## config.mk

```make
export PLATFORM = sky130hd
export DESIGN_NAME = i2c_target
export DESIGN_NICKNAME = d
export VERILOG_FILES = /design/src/rtl/i2c_target.sv
export SDC_FILE = /design/constraint.sdc
export NUM_CORES = 1
export LEC_CHECK = 0
export ABC_AREA = 0
export CELL_PAD_IN_SITES_DETAIL_PLACEMENT = 0
export CELL_PAD_IN_SITES_GLOBAL_PLACEMENT = 2
export CORE_ASPECT_RATIO = 0.5
export CORE_MARGIN = 8
export CORE_UTILIZATION = 35
export DETAILED_ROUTE_END_ITERATION = 8
export PLACE_DENSITY = 0.83
export RECOVER_POWER = 50
export SETUP_SLACK_MARGIN = 0.2
export SLEW_MARGIN = 20
export SYNTH_ARGS = -nofsm -noshare
export SYNTH_HDL_FRONTEND = slang
export SYNTH_SLANG_ARGS = --single-unit
```

## constraint.sdc

```tcl
create_clock -name CLOCK -period 2.7 [get_ports CLOCK]
set_clock_uncertainty 0.1 [all_clocks]
set_input_delay 0.54 -clock CLOCK [delete_from_list [all_inputs] [get_ports CLOCK]]
set_output_delay 0.54 -clock CLOCK [all_outputs]
set_load 0.005 [all_outputs]
```

## src/rtl/i2c_target.sv

```systemverilog
// I2C target (slave) with 7-bit address, byte write strobe and byte read request.
// SCL and SDA are synchronized into CLOCK; no clock stretching.
module i2c_target #(
  parameter logic [6:0]  ADDR = 7'h50,
  parameter int unsigned SYNC = 2
) (
  input  logic       CLOCK,
  input  logic       RESET,
  input  logic       sclin,
  input  logic       sdai,
  output logic       sdao,
  output logic       wrstb,
  output logic [7:0] wrdata,
  output logic       wrfirst,
  output logic       rdreq,
  input  logic [7:0] rddata,
  output logic       busy
);

  typedef enum logic [2:0] {
    S_IDLE, S_ADDR, S_AACK, S_WRBYTE, S_WACK, S_RDBYTE, S_RACK
  } state_t;

  state_t          state;
  logic [SYNC-1:0] scl_s, sda_s;
  logic            scl, sda, scl_d, sda_d;
  logic            start, stop, rise, fall;
  logic [7:0]      sr;
  logic [3:0]      cnt;
  logic            rw;
  logic            first_pend;

  always_ff @(posedge CLOCK or posedge RESET) begin
    if (RESET) begin
      scl_s <= '1;
      sda_s <= '1;
      scl_d <= 1'b1;
      sda_d <= 1'b1;
    end else begin
      scl_s <= {scl_s[SYNC-2:0], sclin};
      sda_s <= {sda_s[SYNC-2:0], sdai};
      scl_d <= scl;
      sda_d <= sda;
    end
  end

  assign scl   = scl_s[SYNC-1];
  assign sda   = sda_s[SYNC-1];
  assign start = scl & sda_d & ~sda;
  assign stop  = scl & ~sda_d & sda;
  assign rise  = scl & ~scl_d;
  assign fall  = ~scl & scl_d;

  always_ff @(posedge CLOCK or posedge RESET) begin
    if (RESET) begin
      state      <= S_IDLE;
      sdao       <= 1'b1;
      wrstb      <= 1'b0;
      wrdata     <= '0;
      wrfirst    <= 1'b0;
      rdreq      <= 1'b0;
      busy       <= 1'b0;
      sr         <= '0;
      cnt        <= '0;
      rw         <= 1'b0;
      first_pend <= 1'b0;
    end else begin
      wrstb <= 1'b0;
      rdreq <= 1'b0;
      if (start) begin
        state <= S_ADDR;
        cnt   <= '0;
        sdao  <= 1'b1;
        busy  <= 1'b0;
      end else if (stop) begin
        state <= S_IDLE;
        sdao  <= 1'b1;
        busy  <= 1'b0;
      end else begin
        case (state)
          S_IDLE: ;
          S_ADDR: begin
            if (rise) begin
              sr  <= {sr[6:0], sda};
              cnt <= cnt + 4'd1;
            end else if (fall && cnt == 4'd8) begin
              if (sr[7:1] == ADDR) begin
                sdao  <= 1'b0;
                busy  <= 1'b1;
                rw    <= sr[0];
                state <= S_AACK;
              end else begin
                state <= S_IDLE;
              end
            end
          end
          S_AACK: begin
            if (rise && rw) begin
              rdreq <= 1'b1;
            end else if (fall) begin
              cnt <= '0;
              if (!rw) begin
                sdao       <= 1'b1;
                first_pend <= 1'b1;
                state      <= S_WRBYTE;
              end else begin
                sr    <= rddata;
                sdao  <= rddata[7];
                state <= S_RDBYTE;
              end
            end
          end
          S_WRBYTE: begin
            if (rise) begin
              sr  <= {sr[6:0], sda};
              cnt <= cnt + 4'd1;
            end else if (fall && cnt == 4'd8) begin
              wrdata     <= sr;
              wrstb      <= 1'b1;
              wrfirst    <= first_pend;
              first_pend <= 1'b0;
              sdao       <= 1'b0;
              state      <= S_WACK;
            end
          end
          S_WACK: begin
            if (fall) begin
              sdao  <= 1'b1;
              cnt   <= '0;
              state <= S_WRBYTE;
            end
          end
          S_RDBYTE: begin
            // bit 7 is already on the bus; each fall shifts out the next one
            if (fall) begin
              if (cnt == 4'd7) begin
                sdao  <= 1'b1;
                state <= S_RACK;
              end else begin
                sdao <= sr[6];
                sr   <= {sr[6:0], 1'b0};
                cnt  <= cnt + 4'd1;
              end
            end
          end
          S_RACK: begin
            if (rise) begin
              if (!sda) begin
                rdreq <= 1'b1;
              end else begin
                busy  <= 1'b0;
                state <= S_IDLE;
              end
            end else if (fall) begin
              sr    <= rddata;
              sdao  <= rddata[7];
              cnt   <= '0;
              state <= S_RDBYTE;
            end
          end
          default: state <= S_IDLE;
        endcase
      end
    end
  end

endmodule

```

# Word-level counts from Yosys, hierarchy flattened
# Index checks and enable logic that the tools add are counted.
# W data, S select, Z words.
# op_classes
addsub	1
multipliers	0
div	0
magnitude_cmp	0
eq_ne	43
shifts	0
mux	74
n_bitwise	13
reduce_logical	17
# op_table
operator	n
$mux W8	8
$ne A4 B4 Y1 const B	14
$mux W3	15
$mux W1	35
$mux W4	8
$pmux W8 S4	1
$reduce_and A12 Y1	2
$ne A2 B2 Y1 const B	11
$pmux W3 S7	1
$pmux W4 S5	1
$ne A3 B3 Y1 const B	5
$reduce_and A6 Y1	2
$reduce_and A11 Y1	1
$ne A5 B5 Y1 const B	2
$eq A3 B3 Y1 const B	3
$reduce_and A8 Y1	1
$reduce_bool A4 Y1	2
$reduce_bool A8 Y1	1
$eq A7 B7 Y1 const B	1
$not A1 Y1	7
$reduce_and A7 Y1	1
$and A1 B1 Y1	6
$eq A3 B2 Y1 const B	2
$pmux W1 S2	3
other kinds (14)	15
# totals
ff_bits	36
latchBits	0
mem_bits_rw	0
rom_bits	0
input_bits	12
output_inout_bits	13
word_cells	163
n_memories	0

# Depth between registers and ports, before layout
# Gate-level depths: netlist (run 1).
# logic_depth
ltp_word	8
mapped_depth	8
ltp_nobuf	7

# Least setup slack after synthesis (run 1)
# OpenSTA, ideal clock, no wires.
# synth_timing
path_kind	reg-to-reg
startpoint	register scl_d
endpoint	register sr[0]
setup_ps	125
t_arrival_ps	2007
t_required_ps	2475
slack_ps	468
stages_incl_launch_ff	9
n_path_buf	2
synth_period_minus_slack_ps	2232
path_cell_list	dfstp_2 inv_1 ha_1 clkbuf_1 inv_1 a311oi_1 or4_4 buf_6 mux2_4
# synth_via
elab_chain_cells	5
word_cells_on_any_way	11
classes_between	6 x eq/ne; 3 x bitwise; 2 x reduce/logical
# synth_rtl
item	line	rtl
start, declared	26	logic scl, sda, scl_d, sda_d;
start signal, assigned	42	scl_d <= scl;
$not A1 Y1	51	assign rise = scl & ~scl_d;
$and A1 B1 Y1	51	
$logic_and A1 B1 Y1	98	if (rise && rw) begin
$ne A2 B2 Y1 (no source line)	n/a	
$reduce_and A11 Y1 (no source line) *	n/a	
end signal, assigned	84	sr <= {sr[6:0], sda};
end signal, assigned	107	sr <= rddata;
end signal, assigned	115	sr <= {sr[6:0], sda};
end, declared	28	logic [7:0] sr;
# Mark *: on every way between the ends. The rest lies on a longest branch, timed or not.
# A chain may end at the register's enable or synchronous reset.

# Final worst setup path (run 1)
# layout_timing
startpoint	register scl_s[1]
endpoint	register sr[3]
# layout_via
elab_chain_cells	4
word_cells_on_any_way	17
classes_between	6 x eq/ne; 9 x bitwise; 2 x reduce/logical
# layout_rtl
item	line	rtl
start, declared	25	logic [SYNC-1:0] scl_s, sda_s;
start signal, assigned	40	scl_s <= {scl_s[SYNC-2:0], sclin};
$and A1 B1 Y1, or another cell as far along	51	
$logic_and A1 B1 Y1, or another cell as far along	98	
$ne A2 B2 Y1 (no source line) / $not A1 Y1 (equally long branches)	n/a	
$reduce_and A11 Y1 (no source line) *	n/a	
# Marks and branches as above.

==> impl_metrics.py, run 1 <==
metrics = {
    "critical_path": {
        "r2r_end": "sr[3]",
        "critPathArrivalTime_ns": 2.49,
        "cp_slowest_stage_delay_ns": 0.59,
        "critPathRequiredTime_ns": 2.76,
        "r2r-start": "scl_s[1]",
        "crit_cells": 5,
        "path_max_fanout": 11,
        "rr_worst_depth": 5,
        "critical_path_class": "reg -> reg",
        "regToRegSetupSlack_ns": 0.27,
        "critPathBufInv": 0,
        "crit_path_cell_trace": "ha_1, mux2_2, a22oi_1, or4_4, mux2_4",
        "endpoint_kind": "flop",
        "slowest_stage": "dfstp_1",
        "cp_top_family": "multiplexers",
        "cp-start-kind": "flop",
    },
    "timing": {
        "max_clock_freq_mhz": 411,
        "slew_violations": 0,
        "post-route-period-util": 0.900,
        "slew_headroom": 0.396,
        "setup_viol": 0,
        "min_period_ns": 2.43,
        "tightest_slew_ns": 0.906,
        "final.setup.tns_ns": 0,
        "rsz0062_at_grt": "no",
        "hold_viol": 0,
    },
    "synth": {
        "avgSynthCellArea_um2": 9.90,
        "seq_area_frac_synth": 0.450,
        "async_flop_share": 1.00,
        "synth_cells": 204,
        "synthFlopType": "dfrtp_1",
        "synthesis.nets": 220,
        "synth_cell_types": 50,
        "syn_area_mm2": 0.00202,
        "postSynthRegisterBits": 36,
        "synth_edf_count": 0,
        "synth_warnings": 0,
    },
    "die": {
        "start_util": 0.366,
        "die_h_um": 69.7,
        "fp.dieW_um": 123,
        "die_area_mm2": 0.00860,
        "core-area_mm2": 0.00552,
        "num_io_pins": 25,
        "rows": 19,
    },
    "detailed_routing": {
        "dr_total_vias": 1608,
        "avgRoutedWirePerCell_um": 16.3,
        "via_per_inst": 5.29,
        "drtPass1Iterations": 4,
        "finalWirelength_um": 4950,
        "ant_nets": 0,
        "first_iter_violations": 90,
        "drcViolationCount": 0,
    },
    "clock_network": {
        "postCtsSetupRepairBufs": 0,
        "cts_resized": 0,
        "cts_tree": "done",
        "cts_sinks": 36,
        "cts_inserted_buffers": 5,
        "cts_hold_buf": 0,
        "clk_pin_slew_ns": 0.06,
        "clk_path_buf_depth": 2,
        "clkLatencyLatePin_ns": 0.28,
        "cts.htree.levels": 2,
        "root_buffer": "clkbuf_16",
    },
    "global_route": {
        "grt_max_degree": 37,
        "first_global_vias": 1636,
        "grt_usage": 0.122,
        "grt-ovfl-total": 0,
        "antenna_found_initial": 0,
        "grt_pass1_wl_um": 8440,
    },
    "hold_path": {
        "min_to": "scl_s[1]",
        "hold_path_class": "reg -> reg",
        "hp-start": "scl_s[0]",
        "min_path_cells": 0,
    },
    "outcome": {
        "outcome": "completed",
    },
    "final_layout": {
        "nets": 246,
        "drive_gt1_frac": 0.147,
        "antennaDiodeCount": 0,
        "final_util": 0.454,
        "area_growth_pct": 24.0,
    },
    "job": {
        "cap_violations": 0,
    },
    "placed_design": {
        "gp_congestion": 0.854,
        "post-dp-hpwl_um": 3620,
        "portBuffers": 24,
    },
    "power_and_ir_drop": {
        "powerDensity_mw_per_mm2": 655,
        "vdd_drop_max_mv": 0.234,
        "leakage_nw": 1.12,
    },
}
## placed cells by master (no fill, tap or decap), types with 3 or more instances in the layout
cell / n
clkdlybuf4s50_1: 21
buf_4: 5
clkbuf_16: 5
dfrtp_1: 29
nor3_1: 4
mux2_4: 8
nor2_1: 11
nand2b_1: 4
nor2b_1: 3
a21oi_1: 12
nand3_1: 4
nand4b_1: 4
mux2_1: 10
dlygate4sd3_1: 3
o21ai_0: 12
dfstp_2: 5
nand2_1: 29
ha_1: 4
inv_1: 11
## worst max-delay path by stage
| stage | from | to |
|---|---|---|
| floorplan | scl_d | sr[0] |
| global placement | scl_s[1] | sr[2] |
| detailed placement | scl_s[1] | sr[0] |
| CTS | scl_s[1] | sr[3] |
| global route | scl_s[1] | sr[0] |
| finish | scl_s[1] | sr[3] |
## where the power goes
group          total (mW)  switching (mW)  internal [mW]
sequential          0.709          0.0926          0.617
clock               0.656           0.222          0.434
combinational       0.275           0.120          0.155
total                1.64           0.434           1.21
## flip-flops by register name, indices dropped and copies added, names as in the netlist
register	flops
wrfirst	1
wrstb	1
first_pend	1
cnt	4
sda_s	2
rdreq	1
scl_s	2
sda_d	1
sdao	1
sr	8
wrdata	8
scl_d	1
rw	1
busy	1
state	3
## synth_stat cells (all sizes together), types with 2 or more instances
master,number,area (µm²)
nand4,2,12.5
nor2,12,47.6
nor2b,3,18.8
o32a,2,20.0
nor3b,3,27.5
nor3,4,20.0
a2bb2oi,2,17.5
o21ai,13,65.1
a31oi,2,12.5
nand2,29,109
nand3b,3,26.3
o221ai,2,17.5
buf,5,31.3
nand4b,4,35.0
nand2b,5,38.8
a21o,2,15.0
ha,4,50.1
inv,11,41.3
clkbuf,6,22.5
nand3,5,30.0
mux2,19,244
a21oi,12,60.1
dfstp,7,184
o21a,2,15.0
dfrtp,29,726
## cell families after synthesis
group                    synth area share
buffers and inverters              0.0471
XOR/XNOR                          0.00434
flip-flops                          0.450
AO/OA/AOI/OAI                       0.140
AND/OR/NAND/NOR                     0.208
multiplexers                        0.126
adder cells (fa/ha/maj)            0.0248
## per-layer routing
metal | GRT usage | share of wire | vias to the layer above
li1 | - | - | 770
met1 | 0.171 | 0.51 | 780
met2 | 0.175 | 0.42 | 50
met3 | 0.0317 | 0.049 | 8
met4 | 0.0397 | 0.013 | 0
met5 | 0 | 0 | -
## stage by stage
stage	hold slack, ns	setup WS [ns]	instances	power (mW)	area (µm²)
after CTS	0.257	0.330	304	1.66	2510
after global routing	0.265	0.160	304	1.71	2500
after global placement	0.247	0.411	296	0.987	2340
after detailed placement	0.249	0.347	296	0.996	2340
after floorplan	0.245	0.468	204	0.896	2020
final	0.259	0.270	304	1.64	2500
## cell type report
cell class | count | area [µm²]
fill | 529 | 3010
multi-input combinational | 146 | 1010
sequential | 36 | 910
timing repair buffer | 30 | 283
clock buffer | 6 | 129
tap | 73 | 91.3
inverter | 11 | 41.3
clock inverter | 2 | 35.0
Power figures use the tool's default switching activity.
==> run 2: changes to the inputs <==
--- a/config.mk
+++ b/config.mk
@@ -12,7 +12,7 @@
 export CORE_MARGIN = 8
 export CORE_UTILIZATION = 35
 export DETAILED_ROUTE_END_ITERATION = 8
-export PLACE_DENSITY = 0.83
+export PLACE_DENSITY = 0.81
 export RECOVER_POWER = 50
 export SETUP_SLACK_MARGIN = 0.2
 export SLEW_MARGIN = 20
==> impl_metrics.py, run 2 (synthesis results as in run 1) <==
metrics = {
    "outcome": {
        "outcome": "completed",
    },
    "die": {
        "fp.dieW_um": 123,
        "die_h_um": 69.7,
        "start_util": 0.366,
        "rows": 19,
        "num_io_pins": 25,
        "core-area_mm2": 0.00552,
        "die_area_mm2": 0.00860,
    },
    "detailed_routing": {
        "drcViolationCount": 0,
        "drtPass1Iterations": 5,
        "dr_total_vias": 1590,
        "avgRoutedWirePerCell_um": 16.7,
        "first_iter_violations": 76,
        "via_per_inst": 5.23,
        "ant_nets": 0,
        "finalWirelength_um": 5060,
    },
    "final_layout": {
        "drive_gt1_frac": 0.143,
        "nets": 246,
        "final_cell_mix": "nand2_1 (29), dfrtp_1 (29), clkdlybuf4s50_1 (21), a21oi_1 (12), o21ai_0 (12)",
        "area_growth_pct": 22.7,
        "final_util": 0.449,
        "n_fill_cell": 531,
        "biggestRegsByFlops": "sr: 8 flops, wrdata: 8 flops, cnt: 4 flops",
        "antennaDiodeCount": 0,
        "instances_no_fill": 304,
    },
    "hold_path": {
        "hp-start": "sda_s[0]",
        "hold_path_class": "reg -> reg",
    },
    "timing": {
        "post-route-period-util": 0.897,
        "final.setup.tns_ns": 0,
        "slew_violations": 0,
        "tightest_slew_ns": 0.913,
        "hold_viol": 0,
        "max_clock_freq_mhz": 413,
        "min_period_ns": 2.42,
        "setup_viol": 0,
        "slew_headroom": 0.392,
        "rsz0062_at_grt": "no",
    },
    "critical_path": {
        "cp-start-kind": "flop",
        "endpoint": "sr[4]",
        "regToRegSetupSlack_ns": 0.28,
        "r2r-start": "scl_s[1]",
        "rr_worst_depth": 5,
        "path_max_fanout": 11,
        "critical_path_class": "reg -> reg",
        "endpoint_kind": "flop",
        "crit_path_start": "scl_s[1]",
        "critPathRequiredTime_ns": 2.76,
        "critPathArrivalTime_ns": 2.48,
        "r2r_end": "sr[4]",
    },
    "power_and_ir_drop": {
        "leakage_nw": 1.10,
        "powerDensity_mw_per_mm2": 619,
        "vdd_drop_max_mv": 0.244,
    },
    "clock_network": {
        "cts.htree.levels": 2,
        "clkLatencyLatePin_ns": 0.27,
        "cts_inserted_buffers": 5,
        "cts_sinks": 36,
        "clk_pin_slew_ns": 0.06,
        "cts_tree": "done",
        "root_buffer": "clkbuf_16",
        "cts_hold_buf": 0,
        "cts_resized": 0,
        "postCtsSetupRepairBufs": 0,
        "clk_path_buf_depth": 2,
    },
    "global_route": {
        "antenna_found_initial": 0,
        "grt_max_degree": 37,
        "grt-ovfl-total": 0,
        "grt_pass1_wl_um": 8650,
        "first_global_vias": 1628,
        "grt_usage": 0.125,
    },
    "placed_design": {
        "post-dp-hpwl_um": 3660,
        "gp_congestion": 0.859,
        "portBuffers": 24,
        "placed_cells": 296,
    },
    "job": {
        "cap_violations": 0,
    },
}
## run 2: changes by cell type in the layout (fill, tap and decap cells not counted), sizes merged
cell    previous run  this run
clkbuf             7         8
bufinv             1         0
## run 2: final cells by class
type                    count  area [µm²]  area share
clock buffers               7         133      0.0535
well taps                  73        91.3      0.0369
repair buffers             30         283       0.114
multi-input cells         146        1010       0.410
clock inverters             1        5.00     0.00202
flip-flops and latches     36         910       0.367
inverters                  11        41.3      0.0167
## run 2: worst min-delay path by stage
stage	end	cells after the start
finish	sda_s[1]	0
global route	sda_s[1]	0
CTS	sda_s[1]	0
detailed placement	sda_s[1]	0
global placement	sda_s[1]	0
floorplan	scl_s[1]	0
## run 2: worst max-delay path: stages (launching register included)
cell and delay [ns]:
dfstp_1 0.59, ha_1 0.41, mux2_2 0.24, a22oi_1 0.08
or4_4 0.55, mux2_4 0.33
## run 2: metrics by stage
step           cell area, µm²  setup WS [ns]  hold slack, ns  power (mW)
2_1_floorplan            2020          0.468           0.245       0.896
3_3_place_gp             2340          0.402           0.246       0.983
3_5_place_dp             2340          0.355           0.248       0.990
4_1_cts                  2480          0.341           0.256        1.55
5_1_grt                  2480          0.177           0.267        1.62
6_report                 2480          0.277           0.260        1.53
## run 2: per-layer routing
metal | track usage | wire (µm) | vias up
met5 | 0 | 0 | -
met3 | 0.0325 | 268 | 2
met2 | 0.178 | 2110 | 43
li1 | - | - | 773
met1 | 0.181 | 2650 | 772
met4 | 0.0318 | 27 | 0
## run 2: power by group
group          total (mW)  switching (mW)  internal, mW
Sequential          0.703          0.0860         0.617
Combinational       0.276           0.121         0.155
Clock               0.554           0.213         0.341
Total                1.53           0.419          1.11
==> run 3: changes to the inputs <==
--- a/config.mk
+++ b/config.mk
@@ -11,11 +11,11 @@
 export CORE_ASPECT_RATIO = 0.5
 export CORE_MARGIN = 8
 export CORE_UTILIZATION = 35
+export CTS_CLUSTER_SIZE = 10
 export DETAILED_ROUTE_END_ITERATION = 8
 export PLACE_DENSITY = 0.81
 export RECOVER_POWER = 50
 export SETUP_SLACK_MARGIN = 0.2
-export SLEW_MARGIN = 20
 export SYNTH_ARGS = -nofsm -noshare
 export SYNTH_HDL_FRONTEND = slang
 export SYNTH_SLANG_ARGS = --single-unit
==> results of run 3 <==
No change in the layout: final DEF, timing and power equal those of run 2.
==> RTL change (flow settings as in run 2) <==
Set the parameter `SYNC` to 4 (it was 2).
--- a/src/rtl/i2c_target.sv
+++ b/src/rtl/i2c_target.sv
@@ -3,5 +3,5 @@
 module i2c_target #(
   parameter logic [6:0]  ADDR = 7'h50,
-  parameter int unsigned SYNC = 2
+  parameter int unsigned SYNC = 4
 ) (
   input  logic       CLOCK,
Function: no difference found for any inputs over 10 cycles, from zero or initial values and one cycle with RESET high; that may be too few to reach the edited logic, so the function may still have changed.
==> RTL change against run 2 <==
  * Maximum frequency rose by 1.3%
  * Routed wire length is 1.1% lower
  * Sequential cell count rose by 4
  * Setup slack improved by 0.031 ns
  * Area after synthesis is 5.1% higher
  * Hold slack lost 0.0061 ns
  * Final area is 5.4% higher
  * Critical path type unchanged
Power is not compared: it rests on default switching activity, and its combinational part moved more than twofold at a synthesized area within 25%.
==> RTL change: results (changes against run 2) <==
CP arrival 2.46 ns (was 2.48 ns); Worst Setup SP scl_s[3]$_DFF_PP1_ (was scl_s[1]$_DFF_PP1_); FF-to-FF path depth 7 (was 5); Seq/Total Area, Yosys 0.4779 (was 0.4504); DRT iter0 DRCs 97 (was 76); Largest stage delay, worst path 0.63 ns (was 0.59 ns); routed vias/inst 5.341 (was 5.230); Worst Hold Path EP sda_s[2]$_DFF_PP1_ (was sda_s[1]$_DFF_PP1_); diode count 0 (unchanged); biggest regs sr (8), wrdata (8) (was sr (8), wrdata (8), cnt (4)); WL final 5.006 mm (was 5.062 mm); largest net degree at the start of global routing 27 (was 37); Setup WS pre-CTS 0.2197 ns (was 0.3548 ns); Fillers 555 (was 531); f_max 0.4181 GHz (was 0.4128 GHz); Mean Syn Cell Area 10.83 µm² (was 9.899 µm²); CP endpoint state[1]$_DFFE_PP0P_ (was sr[4]$_DFFE_PP0P_); nets 240 (was 246); Critical Path Fanout Max 8 (was 11); Clock Root Buffer clkbuf_16 (unchanged); worst hold path class reg2reg (unchanged); Synth cell types 49 (was 50); HPWL after DPL 3.596 mm (was 3.656 mm); dpl cells 293 (was 296); layout cells sized above 1 0.2533 (was 0.1429); status finished, final reports clean (unchanged); overall global routing resource usage 0.1141 (was 0.1252); Commonest cells post-synth 29 x dfrtp_1, 26 x mux2_2, 11 x dfstp_2, 11 x nand2_1 (was 29 x dfrtp_1, 29 x nand2_1, 12 x a21oi_1, 12 x o21ai_0); Max-slew headroom 0.5468 (was 0.3915); syn nets 212 (was 220); first-pass GRT wire length 8.300 mm (was 8.645 mm); Final Hold Slack 0.2544 ns (was 0.2605 ns); DP Area 0.002462 mm² (was 0.002342 mm²); GP Congestion 0.8351 (was 0.8594); worst-skew pair later-pin latency about 0.28 ns; vias in the first global route 1597 (was 1628); register-to-register setup slack 0.31 ns (was 0.28 ns); ranking of synthesized cells by area dfrtp_1 34%, mux2_2 14%, dfstp_2 14% (was dfrtp_1 36%, dfstp_2 9.1%, mux2_4 5.9%); wire per inst 16.58 µm (was 16.65 µm)
-- RTL change: cell types whose count changed after synthesis, sizes merged, moves of 3 or more --
cell,change
o31ai,+5
and3,+3
buf,+3
a21oi,-3
o21ai,-5
dfstp,+4
mux2,+7
nand2b,-4
clkbuf,-4
nand2,-18
-- RTL change: critical path, delay by kind of cell (launching register included) --
family | cells | cell delay [ns]
AND/OR/NAND/NOR | 2 | 0.36
adder cells (fa/ha/maj) | 1 | 0.28
flip-flops | 1 | 0.63
multiplexers | 1 | 0.38
buffers and inverters | 1 | 0.07
AO/OA/AOI/OAI | 2 | 0.46
-- RTL change: final cells by class --
cell class / instances / area, µm² / share of cell area
clock inverters: 2 / 15.01 / 0.005750
multi-input cells: 136 / 1018 / 0.3900
inverters: 10 / 37.54 / 0.01437
clock buffers: 6 / 138.9 / 0.05319
repair buffers: 31 / 290.3 / 0.1112
flip-flops and latches: 40 / 1015 / 0.3886
well taps: 77 / 96.34 / 0.03690
-- RTL change: logic make-up (layout without fill, tap and decap cells) --
kind of cell / count (synthesis) / after routing / synth area share
simple gates: 62 / 62 / 0.1685
compound gates: 41 / 41 / 0.1355
flops: 40 / 40 / 0.4779
mux: 27 / 27 / 0.1426
buf+inv: 20 / 49 / 0.04361
fa+ha+maj: 4 / 4 / 0.02357
xor+xnor: 2 / 2 / 0.008251
-- RTL change: routing by layer --
layer,global-route usage,vias to the layer above,share of wire
met5,0,-,0
met4,0.03170,0,0.0060
met3,0.02924,2,0.061
met2,0.1650,60,0.42
met1,0.1625,777,0.51
li1,-,774,-
-- RTL change: what timing repair did --
action,in CTS,in global routing
resized for setup,0,1
hold endpoints to repair,0,0
setup buffers,0,1
endpoints found under the setup margin,0,9
